File: config.mk
export PLATFORM = sky130hd
export DESIGN_NAME = pixel_frame_writer
export DESIGN_NICKNAME = d
export VERILOG_FILES = /design/src/rtl/pixel_frame_writer_pkg.sv /design/src/rtl/pixel_fifo.sv /design/src/rtl/pixel_frame_writer.sv
export SDC_FILE = /design/constraint.sdc
export NUM_CORES = 1
export LEC_CHECK = 0
export BUFFER_PORTS_ARGS = -buffer_cell sky130_fd_sc_hd__buf_4
export CELL_PAD_IN_SITES_DETAIL_PLACEMENT = 1
export CELL_PAD_IN_SITES_GLOBAL_PLACEMENT = 2
export CORE_MARGIN = 2
export CORE_UTILIZATION = 47
export CTS_BUF_LIST = sky130_fd_sc_hd__clkbuf_4 sky130_fd_sc_hd__clkbuf_8 sky130_fd_sc_hd__clkbuf_16
export CTS_CLUSTER_DIAMETER = 40
export DETAILED_ROUTE_END_ITERATION = 7
export HOLD_SLACK_MARGIN = 0.08
export PLACE_DENSITY = 0.95
export SLEW_MARGIN = 30
export SYNTH_ARGS = -nofsm -noshare
export SYNTH_HDL_FRONTEND = slang
export SYNTH_SLANG_ARGS = --single-unit
File: constraint.sdc
create_clock -name clk_in -period 15.5 [get_ports clk_in]
set_clock_uncertainty 0.1 [all_clocks]
set_input_delay 4.65 -clock clk_in [delete_from_list [all_inputs] [get_ports clk_in]]
set_output_delay 4.65 -clock clk_in [all_outputs]
set_load 0.005 [all_outputs]
File: src/rtl/pixel_frame_writer_pkg.sv
// ============================================================================
//  Module      : pixel_frame_writer_pkg
//  Description : Shared widths, FSM state type and helpers for the frame writer
//  Revision    : 1.0 - initial release
// ============================================================================
`default_nettype none

package pixel_frame_writer_pkg;

   localparam int RGB_W = 4;
   localparam int PIX_W = 3 * RGB_W;

   typedef enum logic [0:0] {
      ST_RUN  = 1'b0,
      ST_SWAP = 1'b1
   } fsm_state_e;

   function automatic logic [15:0] sat_inc16(input logic [15:0] value);
      return (value == 16'hFFFF) ? value : value + 16'd1;
   endfunction

endpackage

`default_nettype wire

File: src/rtl/pixel_fifo.sv
// ============================================================================
//  Module      : pixel_fifo
//  Description : Synchronous FIFO; the head entry is read from flop storage
//  Revision    : 1.0 - initial release
// ============================================================================
`default_nettype none

module pixel_fifo #(
   parameter int WIDTH = 28,
   parameter int DEPTH = 8
) (
   input  logic             clk_i,
   input  logic             rst_i,
   input  logic             push_i,
   input  logic [WIDTH-1:0] data_i,
   input  logic             pop_i,
   output logic [WIDTH-1:0] head_o,
   output logic             full_o,
   output logic             empty_o
);

   localparam int c_PTR_W = $clog2(DEPTH);

   logic [c_PTR_W:0]  wr_ptr_q;
   logic [c_PTR_W:0]  rd_ptr_q;
   logic [WIDTH-1:0]  mem_q [DEPTH];

   always_ff @(posedge clk_i) begin
      if (rst_i) begin
         wr_ptr_q <= '0;
         rd_ptr_q <= '0;
      end else begin
         if (push_i) wr_ptr_q <= wr_ptr_q + 1'b1;
         if (pop_i)  rd_ptr_q <= rd_ptr_q + 1'b1;
      end
   end

   // When full, push and pop share a slot: the head is consumed on the same edge.
   always_ff @(posedge clk_i) begin
      if (push_i) mem_q[wr_ptr_q[c_PTR_W-1:0]] <= data_i;
   end

   assign head_o  = mem_q[rd_ptr_q[c_PTR_W-1:0]];
   assign empty_o = (wr_ptr_q == rd_ptr_q);
   assign full_o  = (wr_ptr_q[c_PTR_W] != rd_ptr_q[c_PTR_W]) &&
                    (wr_ptr_q[c_PTR_W-1:0] == rd_ptr_q[c_PTR_W-1:0]);

endmodule

`default_nettype wire

File: src/rtl/pixel_frame_writer.sv
// ============================================================================
//  Module      : pixel_frame_writer
//  Description : Buffers shaded pixels and writes them into a double-buffered
//                frame memory, swapping banks after every full frame
//  Revision    : 1.0 - initial release
// ============================================================================
`default_nettype none

module pixel_frame_writer
   import pixel_frame_writer_pkg::*;
#(
   parameter int H_RES      = 320,
   parameter int V_RES      = 180,
   parameter int FIFO_DEPTH = 8,
   localparam int ADDR_W    = $clog2(H_RES * V_RES)
) (
   input  logic              clk_in,
   input  logic              rst_in,
   input  logic [10:0]       x_in,
   input  logic [9:0]        y_in,
   input  logic [RGB_W-1:0]  r_in,
   input  logic [RGB_W-1:0]  g_in,
   input  logic [RGB_W-1:0]  b_in,
   input  logic              valid_in,
   output logic              ready_out,
   output logic [ADDR_W:0]   mem_addr_out,
   output logic [PIX_W-1:0]  mem_data_out,
   output logic              mem_we_out,
   input  logic              mem_ready_in,
   output logic              display_bank_out,
   output logic              frame_done_out,
   output logic [15:0]       drop_count_out,
   output logic [15:0]       oor_count_out
);

   localparam int          c_FRAME_PIX = H_RES * V_RES;
   localparam int          c_CNT_W     = $clog2(c_FRAME_PIX + 1);
   localparam int          c_ENTRY_W   = ADDR_W + PIX_W;
   localparam logic [10:0] c_H_LIM     = 11'(H_RES);
   localparam logic [9:0]  c_V_LIM     = 10'(V_RES);

   fsm_state_e             state_q, state_d;
   logic [c_CNT_W-1:0]     frame_cnt_q, frame_cnt_d;
   logic                   bank_q, bank_d;
   logic [15:0]            drop_cnt_q;
   logic [15:0]            oor_cnt_q;

   logic                   in_range_w;
   logic [ADDR_W-1:0]      lin_addr_w;
   logic                   push_w;
   logic                   pop_w;
   logic                   fifo_full_w;
   logic                   fifo_empty_w;
   logic [c_ENTRY_W-1:0]   head_w;
   logic                   mem_we_w;
   logic                   frame_done_w;

   assign in_range_w = (x_in < c_H_LIM) && (y_in < c_V_LIM);
   assign lin_addr_w = ADDR_W'(y_in) * ADDR_W'(H_RES) + ADDR_W'(x_in);
   assign pop_w      = mem_we_w & mem_ready_in;
   // A completing write frees a slot, so a full FIFO can still take a pixel.
   assign push_w     = valid_in & in_range_w & (~fifo_full_w | pop_w);

   pixel_fifo #(
      .WIDTH (c_ENTRY_W),
      .DEPTH (FIFO_DEPTH)
   ) u_fifo (
      .clk_i   (clk_in),
      .rst_i   (rst_in),
      .push_i  (push_w),
      .data_i  ({lin_addr_w, r_in, g_in, b_in}),
      .pop_i   (pop_w),
      .head_o  (head_w),
      .full_o  (fifo_full_w),
      .empty_o (fifo_empty_w)
   );

   always_ff @(posedge clk_in) begin
      if (rst_in) begin
         state_q     <= ST_RUN;
         frame_cnt_q <= '0;
         bank_q      <= 1'b0;
      end else begin
         state_q     <= state_d;
         frame_cnt_q <= frame_cnt_d;
         bank_q      <= bank_d;
      end
   end

   always_comb begin
      state_d      = state_q;
      frame_cnt_d  = frame_cnt_q;
      bank_d       = bank_q;
      mem_we_w     = 1'b0;
      frame_done_w = 1'b0;
      unique case (state_q)
         ST_RUN: begin
            mem_we_w = ~fifo_empty_w;
            if (~fifo_empty_w && mem_ready_in) begin
               frame_cnt_d = frame_cnt_q + c_CNT_W'(1);
               if (frame_cnt_q == c_CNT_W'(c_FRAME_PIX - 1)) state_d = ST_SWAP;
            end
         end
         ST_SWAP: begin
            frame_done_w = 1'b1;
            frame_cnt_d  = '0;
            bank_d       = ~bank_q;
            state_d      = ST_RUN;
         end
         default: state_d = ST_RUN;
      endcase
   end

   always_ff @(posedge clk_in) begin
      if (rst_in) begin
         drop_cnt_q <= '0;
         oor_cnt_q  <= '0;
      end else begin
         if (valid_in && in_range_w && !push_w) drop_cnt_q <= sat_inc16(drop_cnt_q);
         if (valid_in && !in_range_w)           oor_cnt_q  <= sat_inc16(oor_cnt_q);
      end
   end

   assign ready_out        = ~fifo_full_w;
   assign mem_we_out       = mem_we_w;
   assign mem_addr_out     = {~bank_q, head_w[c_ENTRY_W-1:PIX_W]};
   assign mem_data_out     = head_w[PIX_W-1:0];
   assign display_bank_out = bank_q;
   assign frame_done_out   = frame_done_w;
   assign drop_count_out   = drop_cnt_q;
   assign oor_count_out    = oor_cnt_q;

endmodule

`default_nettype wire
==> results of run 1 <==
-- final cells by class --
class	instances	area, um2	area share [%]
inverters	16	60.06	0.4159
repair buffers	112	844.6	5.849
well taps	330	412.9	2.860
clock buffers	43	1012	7.010
clock inverters	24	347.8	2.409
flip-flops and latches	285	7955	55.10
multi-input cells	406	3806	26.36
-- state kept, by name (all words and copies together) (netlist names), named ones only --
register / flops
u_fifo.mem_q: 224
drop_count_out: 16
frame_cnt_q: 16
oor_count_out: 16
u_fifo.rd_ptr_q: 4
u_fifo.wr_ptr_q: 4
display_bank_out: 1
state_q: 1
-- power by group --
| group | switching [mW] | internal, mW |
|---|---|---|
| combinational | 0.0542 | 0.0312 |
| clock | 0.344 | 0.584 |
| sequential | 0.00144 | 0.845 |
| total | 0.400 | 1.46 |
-- critical path, cell delays in order (launching register included) --
cell and delay [ns]:
dfxtp_4 0.46, buf_6 0.57, mux4_2 0.60, mux2_2 0.32
buf_4 0.15
-- per-layer routing --
layer / GRT usage, % / vias to the layer above / routed length [um]
met5: 0 / - / 0
met4: 6.396 / 0 / 562
met3: 3.809 / 47 / 1241
met2: 34.77 / 155 / 13540
met1: 26.03 / 3463 / 10980
li1: - / 3070 / -
-- layout by cell type, fill, tap and decap left out, drive strengths merged, types with 3 or more instances in the layout --
| cell | n |
|---|---|
| edfxtp | 224 |
| buf | 112 |
| nor2 | 71 |
| dfxtp | 61 |
| mux4 | 56 |
| xnor2 | 45 |
| clkbuf | 43 |
| mux2 | 31 |
| inv | 29 |
| nand2 | 28 |
| ha | 23 |
| nand3 | 19 |
| xor2 | 17 |
| nor3 | 14 |
| a21oi | 12 |
| o21ai | 11 |
| nor4 | 9 |
| and3 | 7 |
| nand4 | 7 |
| and4 | 6 |
| nand2b | 6 |
| bufinv | 6 |
| nor2b | 5 |
| nor4b | 5 |
| clkinv | 4 |
| and2 | 3 |
| or3 | 3 |
-- logic make-up after synthesis --
| group | after synthesis | share of synthesized area (%) |
|---|---|---|
| buf+inv | 43 | 1.513 |
| fa+ha+maj | 25 | 2.752 |
| simple gates | 187 | 8.298 |
| compound gates | 43 | 2.437 |
| flops | 285 | 66.72 |
| xor+xnor | 62 | 4.559 |
| mux | 89 | 13.72 |
-- final timing paths --
kind,end,cells past startpoint,slack [ns],startpoint
worst max-delay path,mem_data_out[2],4,8.12,register
worst max register to register,u_fifo.mem_q[0][11]$_DFFE_PP_,6,12.52,u_fifo.wr_ptr_q[2]$_SDFFE_PP0P_
worst min register to register,frame_cnt_q[14]$_SDFFE_PP0P_,2,0.43,frame_cnt_q[14]$_SDFFE_PP0P_
worst min-delay path,frame_cnt_q[14]$_SDFFE_PP0P_,2,0.43,frame_cnt_q[14]$_SDFFE_PP0P_
-- metrics by stage --
| stage | utilization, % | instance area [um2] | hold WS [ns] |
|---|---|---|---|
| final | 57.67 | 14440 | 0.4252 |
| after detailed placement | 52.22 | 13080 | 0.4154 |
| after CTS | 57.66 | 14440 | 0.4322 |
| after floorplan | - | 11910 | 0.3766 |
| after global placement | 52.22 | 13080 | 0.3956 |
| after global routing | 57.67 | 14440 | 0.4447 |
==> results.md, run 1 <==
- The run finished with clean final reports.
- At the placement stage, the worst setup path has a slack of approximately 8.1 ns.
- The aggregate global-route resource usage is 20.21%.
- The horizontal extent of the die is roughly 160 um.
- Post-CTS timing repair inserted 0 buffers for setup.
- Ranked by total cell area, the synthesized netlist is headed by edfxtp_1 56%, mux4_2 11%, dfxtp_1 10%.
- The number of buffers on the longest clock path is 3.
- The detailed-route wire length per cell is between 20 and 25 um.
- The clock sink count is between 200 and 300.
- Including well taps, the total number of placed cells is approximately 1.1k.
- The average instance in the mapped netlist occupies 16.23 um2.
- The count of buffers added on input and output ports is 101.
- The type of origin of the critical path is a register.
- From bottom edge to top edge, the die measures 163.2 um.
- The final global-route overflow total is 0.
- The synthesized netlist net count is between 700 and 800.
- Based on the critical path, the design can be clocked at up to between 100 and 150 MHz.
- The master cell of the clock root buffer is clkbuf_16.
- The hold violation total from the final report is 0.
- In the post-synthesis netlist, the cell with the most instances is edfxtp_1.
- Routability-driven placement finished with a final weighted congestion of 0.7927.
- The post-detailed-placement half-perimeter wirelength is roughly 17 mm.
- In this run the worst hold path is classified as register to register.
- The slew at the pin closest to its max-slew limit is around 0.83 ns.
- Sorting the synthesized cells by how often they occur yields 224 x edfxtp_1, 70 x nor2_1, 61 x dfxtp_1, 56 x mux4_2, 45 x xnor2_1.
- The number of failing setup endpoints in the final timing report is 0.
- The type of the worst setup path is register to output port.
- Setup total negative slack on the finished layout was measured at 0 ns.
- The first detailed-routing pass took 4 iterations.
- The detail route stage leaves a number of antenna-violating nets equal to 0.
- Post-CTS repair changed the size of 0 cells.
- The mapped cell area is around 12000 um2.
- The count of flip-flops with a built-in enable after synthesis is between 200 and 250.
- Setup repair after global routing left no endpoint under its margin.
- The fraction of synthesized cell area taken by the top area cell type is roughly 56%.
- For this block, the routed nets add up to around 26 mm of wire.
- Synthesis handed over a netlist of 734 instances.
- The maximum level of the CTS H-tree is 2.
- The residual DRC count is 0.
- For the finished layout, the period the worst path requires is approximately 7.4 ns.
- The maximum resistive drop on vdd is 0.0001053 V.
- Data arrives at the worst endpoint at between 2 and 3 ns.
- The maximum fanout along the worst path is 48.
- The number of global-route vias before repair came to between 7k and 8k.
- The post-synthesis sequential area ratio is between 60% and 70%.
- For this run, the leading register cell type out of synthesis is edfxtp_1.
- Measured against its own limit, the worst slew margin works out to roughly 44%.
- After the flow finishes, the layout carries non-filler instances totaling between 1k and 1.5k.
- The initial standard-cell utilization of the core is a little under half.
- TritonCTS built the clock tree.
- The leakage power of the design is between 4 and 5 nW.
- The largest net degree at the start of global routing is 57.
- The detailed router finished its first iteration with between 300 and 400 violations.
- The overall power of the completed layout is 1.859 mW.
- Clock-pin slew was measured on the worst setup and hold paths at ~0.06 ns.
- The die covers between 20000 and 30000 um2.
- The global-route wire length before repair is roughly 40 mm.
- The total number of nets in the final design is 921.
- The number of hold buffers added after CTS is 0.
- The filler cells instantiated in the layout total 2335.
- STA classifies the critical path endpoint as an output port.
- The area growth from synthesis to layout is 21.22%.
- The number of antenna diodes in the final layout is 0.
- At the worst endpoint, the required time is approximately 11 ns.
- The routed via count is between 6k and 7k.
- The number of buffers created by CTS is 38.
- The number of cell rows is slightly below 60.
- The initial antenna violation count is 0.
- The total of max-cap violations is 0.
- The largest total area in the synthesized netlist belongs to edfxtp_1.
- In the final layout, the share of cells above drive strength 1 is 32.17%.
- The share of the clock period used by the worst path is a little under half.
- The synthesized netlist contains 57 unique library cells.
- The count of boundary I/O pins is 102.
- The least setup slack across all paths after layout is between 8 and 9 ns.
- The core region is roughly 25000 um2.
- The final max-slew violation count came to 0.
- The fraction of registers with async set or reset after synthesis is 0%.
- The count of yosys warnings during synthesis is 0.
- In this run, synthesis produced a sequential element count of roughly 290.
- The clock insertion delay at the later pin of the skew report is 0.53 ns.
- The per-cell via count in the routed design is between 5 and 6.
- The power per unit of standard cell area is between 100 and 150 nW/um2.
Note: power is estimated with default switching activity, not from simulation.
==> run 2: changes to the inputs <==
--- a/config.mk
+++ b/config.mk
@@ -9,12 +9,12 @@
 export CELL_PAD_IN_SITES_DETAIL_PLACEMENT = 1
 export CELL_PAD_IN_SITES_GLOBAL_PLACEMENT = 2
 export CORE_MARGIN = 2
-export CORE_UTILIZATION = 47
+export CORE_UTILIZATION = 44
 export CTS_BUF_LIST = sky130_fd_sc_hd__clkbuf_4 sky130_fd_sc_hd__clkbuf_8 sky130_fd_sc_hd__clkbuf_16
 export CTS_CLUSTER_DIAMETER = 40
 export DETAILED_ROUTE_END_ITERATION = 7
 export HOLD_SLACK_MARGIN = 0.08
-export PLACE_DENSITY = 0.95
+export PLACE_DENSITY = 0.9
 export SLEW_MARGIN = 30
 export SYNTH_ARGS = -nofsm -noshare
 export SYNTH_HDL_FRONTEND = slang
==> constraint.sdc (replaced) <==
create_clock -name clk_in -period 7.4 [get_ports clk_in]
set_clock_uncertainty 0.1 [all_clocks]
set_input_delay 2.22 -clock clk_in [delete_from_list [all_inputs] [get_ports clk_in]]
set_output_delay 2.22 -clock clk_in [all_outputs]
set_load 0.005 [all_outputs]
==> results.md, run 2 (synthesized netlist as in run 1, its figures left out) <==
- The clock insertion delay at the later pin of the skew report is 0.52 ns (about the same).
- The share of total power consumed by net switching was 22.64% (+1.2 points).
- The terminating pin of the worst hold path is frame_cnt_q[5]$_SDFFE_PP0P_.
- The post-detailed-placement half-perimeter wirelength came to 15.82 mm (-4.2%).
- The final design utilization is 53.66% (-4.0 points).
- The top layer reached by signal wires is met4.
- The number of failing setup endpoints in the final timing report is 0 (unchanged).
- The aggregate global-route resource usage came to 18.57% (-1.6 points).
- The post-cts resize count is 0 (unchanged).
- The last weighted congestion value of the routability-driven placer is 0.7086 (-11%).
- The net load switching power is 0.8530 mW (+110%).
- The worst setup slack for register-to-register paths came to 4.30 ns (-8.22 ns).
- The per-cell via count in the routed design came to 5.447 (-1.7%).
- The logic gate share of total power is 4.6% (about the same).
- The data required time at the worst endpoint was 5.08 ns (-5.67 ns).
- The register clock-pin slew on the reported worst setup and hold paths is 0.06 ns (about the same).
- The endpoint of the worst-slack reg-to-reg timing path is u_fifo.mem_q[7][26]$_DFFE_PP_.
- The residual DRC count is 0 (unchanged).
- The final global-route overflow total came to 0 (unchanged).
- The global-route wire length before repair came to 40.65 mm (-0.61%).
- The smallest clock period supported by the final layout is computed as about 5.2 ns.
- The top cell types in the final layout, fill and taps aside, are 224 x edfxtp_1, 112 x buf_4, 65 x nor2_1.
- The hold violation total from the final report is 0 (unchanged).
- The routed length on met2 is 13.04 mm (-3.7%).
- The area growth from synthesis to layout is 20.75%.
- The tightest min-delay check is of the register to register type.
- The final max-slew violation count was 0 (unchanged).
- The met3 layer wire length in the routed design is 1.456 mm (+17%).
- The number of global-route vias before repair was 7290 (+0.90%).
- The DRC marker count from the first detailed-route iteration is 360 (+4.0%).
- The share of the clock period used by the worst path is 70.64%.
- STA classifies the critical path startpoint as a register.
- The number of flip-flops in the largest register came to 224 (unchanged).
- The length in cells of the worst reg-to-reg path came to 6 (unchanged).
- The number of port buffers was 101 (unchanged).
- The maximum level of the CTS H-tree is 2 (unchanged).
- The initial antenna violation count was 0 (unchanged).
- Based on the critical path, the design can be clocked at up to 191.3 MHz.
- The count of boundary I/O pins came to 102 (unchanged).
- The maximum resistive drop on vdd is 0.0001457 V (+38%).
- The worst register-to-register path begins at u_fifo.wr_ptr_q[2]$_SDFFE_PP0P_.
- The non-filler instance count after layout is 1234 (+1.5%).
- The overall die area is 28400 um2 (+6.7%).
- The leakage power of the design came to 4.912 nW (-0.59%).
- The length of the first detailed-routing pass in iterations is 4 (unchanged).
- The largest net degree at the start of global routing is 57 (unchanged).
- The clock sink count is 285 (unchanged).
- STA classifies the critical path endpoint as an output port.
- The power per unit of standard cell area is 262.0 nW/um2 (+100%).
- The slew at the pin closest to its max-slew limit was 0.8536 ns (+0.02513 ns).
- The final wirelength is 25.72 mm (-2.3%).
- The relative slew slack is 43.09% (-1.3 points).
- The tree is rooted in a clkbuf_16.
- The routed via count is 6721 (-0.21%).
- The most common cell after layout, fill and taps aside is edfxtp_1.
- The maximum fanout along the worst path is 38 (-21%).
- The fill cell instance count of the final layout came to 2533 (+8.5%).
- The initial standard-cell utilization of the core is 44.44% (-3.1 points).
- The number of hold buffers added after CTS is 0 (unchanged).
- The post-placement cell count is 1160 (+0.96%).
- The fraction of layout cells with a size suffix above 1 is 32.03% (-0.14 points).
- The number of buffers created by CTS came to 40 (+5.3%).
- TritonCTS built the clock tree.
- The worst setup path is of the register to output port kind.
- The number of buffers inserted by post-CTS setup repair came to 0 (unchanged).
- Setup repair after global routing left no endpoint under its margin.
- The number of buffers on the longest clock path was 3 (unchanged).
- The wire length on met1 is 10.64 mm (-3.1%).
- The die boundary height is 168.5 um (+3.3%).
- The number of cell rows is 60 (+3.4%).
- The total number of nets in the final design is 923 (+0.22%).
- The residual antenna-violating net count after detailed routing was 0 (unchanged).
- The number of cells on the worst hold path came to 2 (unchanged).
- The area of the core is 26800 um2 (+7.0%).
- The detailed-route wire length per cell is 20.84 um (-3.8%).
- The proportion of power drawn by the clock network is 48.3% (-1.6 points).
- The arrival time of data at the critical path endpoint is 2.91 ns (+0.28 ns).
- The internal power of the cells was 2.915 mW (+100%).
- The fraction of power consumed by sequential logic is 47.1% (+1.6 points).
- The number of antenna cells inserted is 0 (unchanged).
- The total of max-cap violations is 0 (unchanged).
- In this run the most critical hold path is launched from frame_cnt_q[5]$_SDFFE_PP0P_.
- The horizontal extent of the die is 168.5 um (+3.3%).
- The flow ran to the end, and the final reports show no timing, DRC or antenna violations.
- The setup total negative slack is 0 ns (unchanged).
## run 2: changes by cell type in the layout (fill, tap and decap cells not counted), sizes merged
cell,delta
clkinv,+12
bufinv,-5
clkbuf,-1
inv,+1
## run 2: layout make-up
cell class / instances / area (um2) / share of cell area (%)
Timing Repair Buffer: 112 / 840.8 / 5.846
Sequential cell: 285 / 7955 / 55.31
Clock inverter: 32 / 260.3 / 1.809
Inverter: 16 / 60.06 / 0.4176
Clock buffer: 42 / 1033 / 7.186
Tap cell: 341 / 426.7 / 2.967
Multi-Input combinational cell: 406 / 3806 / 26.46
## run 2: how the worst max path moves through the flow
stage / start / end / slack [ns] / cells after the start
6_report: register / mem_addr_out[13] / 2.17 / 4
5_1_grt: register / mem_addr_out[13] / 1.94 / 4
4_1_cts: register / mem_addr_out[13] / 2.04 / 4
3_5_place_dp: y_in[9] / u_fifo.mem_q[7][10]$_DFFE_PP_ / 2.31 / 7
3_3_place_gp: y_in[9] / u_fifo.mem_q[7][6]$_DFFE_PP_ / 2.45 / 7
2_1_floorplan: y_in[2] / u_fifo.mem_q[0][0]$_DFFE_PP_ / 1.56 / 5
## run 2: metal layers
layer | vias up | track usage [%]
met5 | - | 0
met4 | 0 | 5.922
met3 | 43 | 3.671
met2 | 179 | 31.79
met1 | 3413 | 24.00
li1 | 3086 | -
## run 2: worst max-delay path, stage by stage, from the launching register on
cell	delay, ns
dfxtp_4	0.85
buf_4	0.49
mux4_2	0.56
mux2_2	0.31
buf_4	0.14
## run 2: power groups by stage
stage / Combinational [mW] / Clock, mW / Sequential, mW
after floorplan: 0.104 / 0 / 1.81
after global placement: 0.165 / 0 / 1.81
after detailed placement: 0.176 / 0 / 1.81
after CTS: 0.178 / 1.86 / 1.78
after global routing: 0.196 / 1.92 / 1.78
final: 0.174 / 1.82 / 1.77
## run 2: through the flow
| step | power, mW | hold slack [ns] | setup WS (ns) | instance area (um2) |
|---|---|---|---|---|
| 2_1_floorplan | 1.910 | 0.3766 | 1.558 | 11910 |
| 3_3_place_gp | 1.974 | 0.3955 | 2.447 | 13090 |
| 3_5_place_dp | 1.985 | 0.4131 | 2.307 | 13090 |
| 4_1_cts | 3.815 | 0.4293 | 2.039 | 14380 |
| 5_1_grt | 3.893 | 0.4514 | 1.939 | 14380 |
| 6_report | 3.768 | 0.4247 | 2.173 | 14380 |
==> run 3: changes to the inputs <==
--- a/config.mk
+++ b/config.mk
@@ -5,11 +5,12 @@
 export SDC_FILE = /design/constraint.sdc
 export NUM_CORES = 1
 export LEC_CHECK = 0
+export ABC_AREA = 1
 export BUFFER_PORTS_ARGS = -buffer_cell sky130_fd_sc_hd__buf_4
 export CELL_PAD_IN_SITES_DETAIL_PLACEMENT = 1
 export CELL_PAD_IN_SITES_GLOBAL_PLACEMENT = 2
 export CORE_MARGIN = 2
-export CORE_UTILIZATION = 44
+export CORE_UTILIZATION = 39
 export CTS_BUF_LIST = sky130_fd_sc_hd__clkbuf_4 sky130_fd_sc_hd__clkbuf_8 sky130_fd_sc_hd__clkbuf_16
 export CTS_CLUSTER_DIAMETER = 40
 export DETAILED_ROUTE_END_ITERATION = 7
==> constraint.sdc (replaced) <==
create_clock -name clk_in -period 5.2 [get_ports clk_in]
set_clock_uncertainty 0.1 [all_clocks]
set_input_delay 1.56 -clock clk_in [delete_from_list [all_inputs] [get_ports clk_in]]
set_output_delay 1.56 -clock clk_in [all_outputs]
set_load 0.005 [all_outputs]
==> results.md, run 3 <==
- The count of distinct cell types in the synthesized netlist is 39 (-32%).
- The most frequently used cell type in the post-synthesis netlist is nor2_1.
- The cell that appears most often on the critical path is buf_4.
- The count of yosys warnings during synthesis is 0 (unchanged).
- The count of flip-flops with a built-in enable after synthesis is 224 (unchanged).
- The number of buffers on the longest clock path is 3 (unchanged).
- The commonest cells after synthesis are 254 x nor2_1, 224 x edfxtp_1, 140 x nand2_1, 131 x o21ai_0, 61 x dfxtp_1.
- The aggregate global-route resource usage came to 19.78% (+1.2 points).
- The per-cell via count in the routed design is 5.283 (-3.0%).
- The residual antenna-violating net count after detailed routing is 0 (unchanged).
- The final max-slew violation count is 0 (unchanged).
- The worst setup slack for register-to-register paths is 2.57 ns (-1.73 ns).
- The worst hold path belongs to the class register to register.
- The final wirelength is 32.61 mm (+27%).
- The post-cts resize count is 0 (unchanged).
- The initial antenna violation count is 1 (+1).
- After layout, the worst path uses 88.60% of the clock period.
- edfxtp_1 takes more of the synthesized area than any other cell.
- The fraction of synthesized cell area taken by the top area cell type is 53.72% (-2.8 points).
- The setup total negative slack was 0 ns (unchanged).
- The number of cell rows is 65 (+8.3%).
- The synthesized netlist net count is 1266 (+59%).
- The leakage power of the design was 5.419 nW (+10%).
- The die boundary height is 183.2 um (+8.7%).
- The routed via count is 9224 (+37%).
- The number of buffers inserted by post-CTS setup repair is 0 (unchanged).
- The number of global-route vias before repair is 9862 (+35%).
- The clock sink count was 285 (unchanged).
- The last weighted congestion value of the routability-driven placer is 0.8298 (+17%).
- The mapped cell area came to 12520 um2 (+5.1%).
- The overall power of the completed layout is 5.974 mW (+59%).
- The count of boundary I/O pins is 102 (unchanged).
- Subtracting the final worst setup slack from the clock period gives between 4 and 5 ns.
- The clock insertion delay at the later pin of the skew report came to 0.54 ns (+0.02 ns).
- The number of buffers created by CTS was 41 (+2.5%).
- The most common cell after layout, fill and taps aside is nor2_1.
- The worst setup path is launched from a register.
- The largest net degree at the start of global routing is 78 (+37%).
- The area overhead of the layout relative to synthesis was 20.74% (about the same).
- The relative slew slack is 45.04% (+2.0 points).
- The residual DRC count is 0 (unchanged).
- The length of the first detailed-routing pass in iterations is 4 (unchanged).
- The number of flip-flops and latches in the synthesized netlist is 285 (unchanged).
- The overall die area is 33560 um2 (+18%).
- The slew at the pin closest to its max-slew limit is 0.8244 ns (-0.02928 ns).
- The fraction of registers with async set or reset after synthesis was 0% (unchanged).
- The data required time at the worst endpoint is 3.54 ns (-1.54 ns).
- The top flip-flop cell by instance count after synthesis is edfxtp_1.
- The hold violation total from the final report came to 0 (unchanged).
- The worst stage delay on the critical path is 0.73 ns (-0.12 ns).
- The arrival time of data at the critical path endpoint is 2.95 ns (+0.04 ns).
- The slowest library cell on the worst path is buf_4.
- The initial standard-cell utilization of the core was 39.68% (-4.8 points).
- The total number of nets in the final design is 1372 (+49%).
- The number of cells produced by synthesis is 1204 (+64%).
- The horizontal extent of the die is 183.2 um (+8.7%).
- The top cell types in the final layout, fill and taps aside, are 252 x nor2_1, 224 x edfxtp_1, 140 x nand2_1.
- The flow ran to the end, and the final reports show no timing, DRC or antenna violations.
- TritonCTS built the clock tree.
- The global-route wire length before repair is 52.32 mm (+29%).
- The type of the worst setup path is register to output port.
- The average size of a mapped cell is 10.40 um2 (-36%).
- The number of failing setup endpoints in the final timing report is 0 (unchanged).
- The number of hold buffers added after CTS was 0 (unchanged).
- The power per unit of standard cell area was 395.1 nW/um2 (+51%).
- The maximum fanout along the worst path is 77 (+100%).
- The area of the core is 31560 um2 (+18%).
- The maximum level of the CTS H-tree is 2 (unchanged).
- By area the synthesized netlist is led by edfxtp_1 54%, dfxtp_1 9.8%, nor2_1 7.6%.
- The DRC marker count from the first detailed-route iteration is 486 (+35%).
- Setup repair after global routing left no endpoint under its margin.
- The fraction of layout cells with a size suffix above 1 is 16.46% (-16 points).
- The post-synthesis sequential area ratio is 63.47% (-3.3 points).
- The number of port buffers is 101 (unchanged).
- The maximum resistive drop on vdd is 0.0002631 V (+81%).
- The register clock-pin slew on the reported worst setup and hold paths was 0.06 ns (about the same).
- The cell sitting at the root of the clock tree is a clkbuf_16.
- The total of max-cap violations came to 0 (unchanged).
- Walking the worst path, the cells encountered are buf_4 -> o21ai_0 -> o22ai_1 -> nor2_1 -> a31oi_1 -> buf_4.
- The number of flip-flops in the largest register was 224 (unchanged).
- The detailed-route wire length per cell is 18.68 um (-10%).
- Derived from the worst setup path, the maximum achievable clock frequency is about 220 MHz.
- The final global-route overflow total is 0 (unchanged).
- The fill cell instance count of the final layout is 3490 (+38%).
- The nature of the critical path endpoint is an output port.
- The post-detailed-placement half-perimeter wirelength is 19.88 mm (+26%).
## run 3: metrics by stage
stage | area, um2 | setup WS, ns | hold WS, ns | cells | util (%)
finish | 15120 | 0.5926 | 0.3520 | 1746 | 47.91
global route | 15120 | 0.3660 | 0.3830 | 1746 | 47.91
CTS | 15120 | 0.5476 | 0.3562 | 1745 | 47.91
detailed placement | 13720 | 0.7745 | 0.3470 | 1669 | 43.47
global placement | 13720 | 0.8408 | 0.3364 | 1669 | 43.47
floorplan | 12520 | 0.2089 | 0.3242 | 1204 | -
## run 3: power by group
part,internal (mW),total [mW],switching (mW)
logic,0.226,0.633,0.406
registers,2.53,2.55,0.0289
clock network,1.66,2.79,1.13
## run 3: layer usage
metal	share of wire [%]	vias to the layer above	track usage, %
li1	-	4430	-
met2	50	174	34.95
met4	2.1	0	5.568
met1	44	4573	25.06
met5	0	-	0
met3	3.8	47	3.257
## run 3: path summary, 6_finish.rpt
check / start / end / cells after the start
worst min register to register: frame_cnt_q[4]$_SDFFE_PP0P_ / frame_cnt_q[4]$_SDFFE_PP0P_ / 2
worst max register to register: u_fifo.wr_ptr_q[1]$_SDFFE_PP0P_ / u_fifo.mem_q[3][15]$_DFFE_PP_ / 9
worst max-delay path: register / mem_addr_out[7] / 6
worst min-delay path: frame_cnt_q[4]$_SDFFE_PP0P_ / frame_cnt_q[4]$_SDFFE_PP0P_ / 2
## run 3: logic make-up after synthesis
family          count (synthesis)  share of synthesized area, %
simple gates                  487                         16.21
flops                         285                         63.47
compound gates                250                         10.88
buf+inv                       113                         3.687
xor+xnor                       44                         3.138
fa+ha+maj                      25                         2.618
## run 3: critical path: cells and delay by family (launching register included)
family          cells  cell delay [ns]
compound gates      3             0.78
flops               1             0.61
simple gates        1             0.06
buf+inv             2             0.93
## run 3: final cells by class
type	count	area [um2]	area share, %
diodes	1	2.502	0.01655
flip-flops and latches	285	7953	52.60
inverters	59	222.7	1.473
clock inverters	34	366.6	2.425
multi-input cells	806	4148	27.43
clock buffers	42	1033	6.835
repair buffers	117	890.9	5.892
well taps	402	503.0	3.327
